### src/rtl/pc_sequencer.sv
// Fetch-stage PC sequencer: owns F_valP, arbitrates halt/redirect/stall/completion,
// drives the imem request handshake and the D/E flush bubbles.
//
// state | meaning
// BOOT  | first cycle after reset, no request issued
// FETCH | request outstanding on F_valP, first cycle
// WAIT  | request outstanding on F_valP, memory not ready yet
// HALT  | frozen until reset
module pc_sequencer #(
  parameter logic [31:0] RESET_PC    = 32'h0000_0000,
  parameter int          REDIR_CNT_W = 16
) (
  input  logic                   clk,
  input  logic                   rst_n,
  input  logic [31:0]            f_valP,
  input  logic                   e_redirect,
  input  logic [31:0]            e_target,
  input  logic                   d_stall,
  input  logic                   w_halt,
  input  logic                   imem_ready,
  output logic [31:0]            F_valP,
  output logic                   imem_req,
  output logic                   f_valid,
  output logic                   D_bubble,
  output logic                   E_bubble,
  output logic                   halted,
  output logic                   align_err,
  output logic [31:0]            fetch_count,
  output logic [REDIR_CNT_W-1:0] redir_count
);

  localparam logic [1:0] S_BOOT  = 2'd0;
  localparam logic [1:0] S_FETCH = 2'd1;
  localparam logic [1:0] S_WAIT  = 2'd2;
  localparam logic [1:0] S_HALT  = 2'd3;

  logic [1:0]             r_state;
  logic [31:0]            r_pc;
  logic                   r_align_err;
  logic [31:0]            r_fetch_count;
  logic [REDIR_CNT_W-1:0] r_redir_count;

  logic [1:0]  w_next_state;
  logic [31:0] w_next_pc;
  logic        w_fetch_inc;
  logic        w_redir_inc;
  logic        w_set_aerr;
  logic        w_active;
  logic        w_misalign;

  assign w_active   = (r_state == S_FETCH) || (r_state == S_WAIT);
  assign w_misalign = e_redirect && (e_target[1:0] != 2'b00);

  always_comb begin
    w_next_state = r_state;
    w_next_pc    = r_pc;
    w_fetch_inc  = 1'b0;
    w_redir_inc  = 1'b0;
    w_set_aerr   = 1'b0;
    f_valid      = 1'b0;
    D_bubble     = 1'b0;
    E_bubble     = 1'b0;
    case (r_state)
      S_BOOT: w_next_state = S_FETCH;
      S_FETCH, S_WAIT: begin
        if (w_halt) begin
          w_next_state = S_HALT;
        end else if (w_misalign) begin
          w_set_aerr   = 1'b1;
          w_next_state = S_HALT;
          D_bubble     = 1'b1;
          E_bubble     = 1'b1;
        end else if (e_redirect) begin
          // A pending WAIT is simply abandoned; the new target is requested next cycle.
          w_next_pc    = e_target;
          w_redir_inc  = 1'b1;
          w_next_state = S_FETCH;
          D_bubble     = 1'b1;
          E_bubble     = 1'b1;
        end else if (d_stall) begin
          E_bubble = 1'b1;
        end else if (imem_ready) begin
          f_valid      = 1'b1;
          w_fetch_inc  = 1'b1;
          w_next_pc    = f_valP;
          w_next_state = S_FETCH;
        end else begin
          w_next_state = S_WAIT;
        end
      end
      default: w_next_state = S_HALT;
    endcase
  end

  always_ff @(posedge clk or negedge rst_n) begin
    if (!rst_n) begin
      r_state       <= S_BOOT;
      r_pc          <= RESET_PC;
      r_align_err   <= 1'b0;
      r_fetch_count <= '0;
      r_redir_count <= '0;
    end else begin
      r_state <= w_next_state;
      r_pc    <= w_next_pc;
      if (w_set_aerr)
        r_align_err <= 1'b1;
      if (w_fetch_inc)
        r_fetch_count <= r_fetch_count + 32'd1;
      if (w_redir_inc && (r_redir_count != {REDIR_CNT_W{1'b1}}))
        r_redir_count <= r_redir_count + 1'b1;
    end
  end

  assign F_valP      = r_pc;
  assign imem_req    = w_active;
  assign halted      = (r_state == S_HALT);
  assign align_err   = r_align_err;
  assign fetch_count = r_fetch_count;
  assign redir_count = r_redir_count;

endmodule
### config.mk
export PLATFORM = sky130hd
export DESIGN_NAME = pc_sequencer
export DESIGN_NICKNAME = d
export VERILOG_FILES = /design/src/rtl/pc_sequencer.sv
export SDC_FILE = /design/constraint.sdc
export NUM_CORES = 1
export LEC_CHECK = 0
export ABC_AREA = 1
export CORE_ASPECT_RATIO = 1.2
export CORE_MARGIN = 2
export CORE_UTILIZATION = 40
export CTS_BUF_LIST = sky130_fd_sc_hd__clkbuf_2
export DETAILED_ROUTE_END_ITERATION = 10
export HOLD_SLACK_MARGIN = 0.1
export PLACE_DENSITY_LB_ADDON = 0.12
export SYNTH_ARGS = -nofsm -noshare
export SYNTH_HDL_FRONTEND = slang
export SYNTH_SLANG_ARGS = --single-unit
### constraint.sdc
create_clock -name clk -period 2.3 [get_ports clk]
set_input_delay 0.345 -clock clk [delete_from_list [all_inputs] [get_ports clk]]
set_output_delay 0.345 -clock clk [all_outputs]
set_load 0.01 [all_outputs]
; After elaboration in Yosys (flattened, before gate mapping)
; Cells that the tools add are included.
[classes]
n_addsub = 2
mul = 0
div = 0
order_cmp = 0
n_eq_ne = 6
shifts = 0
mux = 30
n_bitwise = 2
reduce_logical = 8
[op_table]
columns = cell, n
row1 = $mux W32, 3
row2 = $add A32 B1 Y32 const B, 1
row3 = $mux W1, 21
row4 = $add A16 B1 Y16 const B, 1
row5 = $ne A16 B16 Y1 const B, 1
row6 = $mux W2, 5
row7 = $ne A5 B5 Y1 const B, 1
row8 = $reduce_and A5 Y1, 1
row9 = $eq A2 B2 Y1 const B, 2
row10 = $pmux W2 S2, 1
row11 = $reduce_bool A2 Y1, 2
row12 = $eq A2 B1 Y1 const B, 1
row13 = $logic_and A1 B1 Y1, 2
row14 = $logic_not A2 Y1, 1
row15 = $ne A2 B2 Y1 const B, 1
row16 = $not A1 Y1, 2
row17 = $reduce_or A2 Y1, 1
row18 = $logic_or A1 B1 Y1, 1
[totals]
register_bits = 83
latch_bits = 0
ram_bits = 0
mem_bits_ro = 0
in_bits = 70
output_inout_bits = 86
elab_cells = 53
n_memories = 0

; Longest topological paths before layout
; Gate-level depths: netlist of run 1.
[logic_depth]
ltp_word = 6
depth_mapped = 10

; Worst setup path after synthesis of run 1
; Ideal clock, no wire load.
[synth_timing]
kind = reg-to-reg
start = reg r_state[0]
end = reg r_pc[0], in the netlist F_valP[0]
t_arrival_ns = 1.549
t_required_ns = 2.176
slack_ns = 0.627
stages_incl_launch_ff = 11
n_path_buf = 1
period_less_slack_ns = 1.673
cell_sequence = dfrtp_1 inv_1 ha_1 inv_2 nor2_4 nand2_1 nor3_4 o21ai_4 buf_2 nand2_1 o21ai_1
[synth_between]
elab_chain_len = 3
elab_cells_between_ends = 4
cone_classes = eq/ne (2) / reduce/logical (2)
[synth_lines]
columns = item, line_no
row1 = start: declaration, 37  ; logic [1:0] r_state;
row2 = start signal: assignment, 103  ; r_state <= w_next_state;
row3 = $eq A2 B1 Y1 or $eq A2 B2 Y1 (tied branches), 63  ; case (r_state)
row4 = $reduce_or A2 Y1 (*), 63
row5 = $reduce_and A5 Y1 (no source line) (*), n/a
row6 = end signal: assignment, 104  ; r_pc <= w_next_pc;
row7 = end: declaration, 38  ; logic [31:0] r_pc;
; Every way passes the cells marked *; elsewhere a longest branch is shown, timed or not.
; A chain may end at the register's enable or synchronous reset.

; Worst setup path in the final report of run 1
[layout_timing]
start = reg r_state[0]
end = out halted
[layout_between]
elab_chain_len = 1
[layout_lines]
columns = item, line_no
row1 = $eq A2 B2 Y1, 116  ; assign halted = (r_state == S_HALT);
row2 = end: declaration, 26  ; output logic halted,
; Every way passes these cells.

==> results of run 1 <==
[through the flow]
stage	power [mW]	utilization, %	hold WS [ns]	cell area (µm²)	worst slack [ns]
finish	4.32	57.4	0.265	6370	0.119
global route	4.62	57.4	0.204	6370	0.00131
CTS	4.37	57.4	0.230	6370	0.0396
detailed placement	3.72	56.5	0.334	6270	0.128
global placement	3.68	56.5	0.332	6270	0.137
floorplan	2.71	-	0.0494	4560	0.627
[state kept, by name, indices dropped and copies added (netlist names)]
register / cells
F_valP: 32
fetch_count: 32
redir_count: 16
r_state: 2
align_err: 1
[logic make-up (layout without fill, tap and decap cells)]
logic type / count (synthesis) / count (layout) / share of synthesized area (%)
compound gates: 46 / 46 / 5.54
xor+xnor: 25 / 25 / 4.80
fa+ha+maj: 4 / 4 / 1.10
buf+inv: 69 / 233 / 6.64
flops: 83 / 83 / 45.5
mux: 30 / 30 / 6.58
simple gates: 292 / 292 / 29.8
[where the power goes]
part | switching (mW) | internal [mW] | total [mW]
Combinational | 0.785 | 0.946 | 1.73
Clock | 0.481 | 0.126 | 0.607
Sequential | 0.207 | 1.77 | 1.98
Total | 1.47 | 2.84 | 4.32
[how the worst max path moves through the flow]
stage / start / endpoint / slack [ns] / cells past startpoint
global route: r_state[1] / halted / 0.001 / 3
finish: r_state[0] / halted / 0.12 / 3
detailed placement: w_halt / D_bubble / 0.13 / 5
global placement: w_halt / D_bubble / 0.14 / 5
floorplan: r_state[0] / F_valP[0] / 0.63 / 10
CTS: r_state[1] / D_bubble / 0.04 / 5
[cell type report]
class                           count  area, µm²  share of cell area [%]
Clock inverter                      4       20.0                   0.314
Sequential cell                    83       2080                    32.6
Multi-Input combinational cell    397       2200                    34.5
Clock buffer                       10       50.0                   0.786
Timing Repair Buffer              162       1610                    25.3
Tap cell                          154        193                    3.03
Inverter                           57        216                    3.40
[metal layers]
layer	GRT usage [%]	share of wire (%)
met5	0	0
met2	35.1	51
met3	6.39	5.1
met4	6.84	2.0
met1	24.4	41
[synthesized netlist by cell type, drive strengths merged]
| library cell | number | share of area [%] |
|---|---|---|
| o22ai | 1 | 0.14 |
| or2 | 1 | 0.14 |
| a21boi | 1 | 0.16 |
| and2 | 2 | 0.30 |
| dfrtp | 83 | 46 |
| xor2 | 9 | 1.7 |
| nand3b | 1 | 0.16 |
| nor2 | 47 | 5.2 |
| o31ai | 1 | 0.16 |
| ha | 4 | 1.1 |
| nand2 | 181 | 16 |
| nand4 | 14 | 1.9 |
| inv | 57 | 4.7 |
| a21o | 1 | 0.16 |
| nor3b | 1 | 0.27 |
| mux2i | 30 | 6.6 |
| o21ai | 39 | 4.5 |
| buf | 12 | 1.9 |
| nand3 | 35 | 4.1 |
| a21oi | 2 | 0.22 |
| o21bai | 1 | 0.16 |
| xnor2 | 16 | 3.1 |
| nor3 | 10 | 2.1 |
[critical path, cell delays in order, from the launching register on]
cell             delay [ns]
dfrtp_1                0.43
buf_4                  0.13
ha_1                   0.21
clkdlybuf4s50_1        0.53
[cell usage in the layout (no fill, tap or decap), types with 2 or more instances in the layout]
cell type	netlist	layout
inv_2	2	2
nand4_1	14	14
dfrtp_1	83	83
xor2_1	9	9
clkinv_1	0	2
o21ai_1	32	32
clkbuf_2	0	12
nand2_4	3	4
nor3_1	6	6
nor2_1	38	38
o21ai_0	6	6
buf_12	0	2
nand2_2	5	4
clkdlybuf4s50_1	0	149
nor2_4	5	5
nor2_2	3	3
mux2i_1	30	30
nand3_2	2	2
buf_4	3	5
ha_1	4	3
inv_1	54	54
a21oi_1	2	2
xnor2_1	16	16
nor3_4	4	4
nand2_1	173	173
nand3_1	33	33
[what timing repair did]
| action | in CTS | in global routing |
|---|---|---|
| gates resized for setup | 6 | 5 |
| setup buffers | 1 | 1 |
| hold buffers | 1 | 0 |
| endpoints found under the hold margin | 38 | 0 |
| setup endpoints to repair | 4 | 3 |
==> run metrics, run 1 <==
Max Slew Vio Count 0; GP Congestion ~0.90; total gr overflow 0; sequential-to-total area share from yosys stat a little under half; vias in the first global route 4149; Setup crit start kind flip-flop; synthesized flop and latch total 83; Max FO, Critical Path 2; Max Clk Rate 459 MHz; Longest Clk Path Bufs 2; Die H 121 µm; Tmin final 2.18 ns; final layout net count 784; syn avg cell area slightly above 8 µm²; 1st-iter DRT viols about 160; row cnt 42; Final Hold Fails 0; drt total wl 11.8 mm; GRT Total Usage 20.6%; post-synth net total a little over 600; Antenna diodes 0; first-pass GRT wire length between 15 and 20 mm; warnings from Yosys 0; Post-Route Skew 0.0213 ns; Initial DRT Pass Iterations 5; Clk pin slew, worst setup/hold paths 0.21 ns; CTS Root Cell clkbuf_2; DRC 0; Initial Utilization 41.1%; CTS Buf Count 9; Synth Instances approximately 550; share of cells above drive strength 1 roughly 7.4%; FF-to-FF path depth 10; final setup vio count 0; Synth-to-Final Area Change 39.6%; Die Area approximately 0.012 mm²; Ports roughly 160; synth unique cells 37; max-cap violations 0; total negative slack 0 ns; Required @ worst endpoint a little under 2 ns; number of H-tree levels 3; area of the mapped netlist 0.00456 mm²; Cell Count, Final, Fillers Out 867; RSZ-0062 raised after global routing false; worst skew pair latency 0.54 ns; period utilization 94.8%; crit path kind flip-flop to primary output; outcome finished clean; port bufs between 150 and 200; placed insts 850; worst reg2reg startpoint r_state[1]; worst flop-to-flop path endpoint F_valP[17]; worst vdd rail ir drop 0.407 mV; leakage ~3.0 nW; HP Class input pin to async pin; CTS sink count 83; Vias/cell between 4 and 5; post-route antenna net violation count 0; fill cell count 1042; Setup crit end kind primary output; HPWL Detailed 9.00 mm; Power Density between 600 and 700 mW/mm²; Vias 4182; area of the core 0.0111 mm²; largest net degree at the start of global routing between 60 and 70; DR WL/cell about 14 µm; R2R Setup Slk 0.49 ns; Slew headroom around 64%; Die X-Extent around 100 µm; antenna violations before repair 0; Data arrival, critical path 1.84 ns; CTS tree built; Worst Tran Pin Value 0.536 ns
Power figures use the tool's default switching activity.
==> run 2, diff against run 1 <==
--- a/config.mk
+++ b/config.mk
@@ -11,7 +11,6 @@
 export CORE_UTILIZATION = 40
 export CTS_BUF_LIST = sky130_fd_sc_hd__clkbuf_2
 export DETAILED_ROUTE_END_ITERATION = 10
-export HOLD_SLACK_MARGIN = 0.1
 export PLACE_DENSITY_LB_ADDON = 0.12
 export SYNTH_ARGS = -nofsm -noshare
 export SYNTH_HDL_FRONTEND = slang
==> results of run 2 <==
Same layout as run 1: the final DEF is identical, and so are final timing and power.
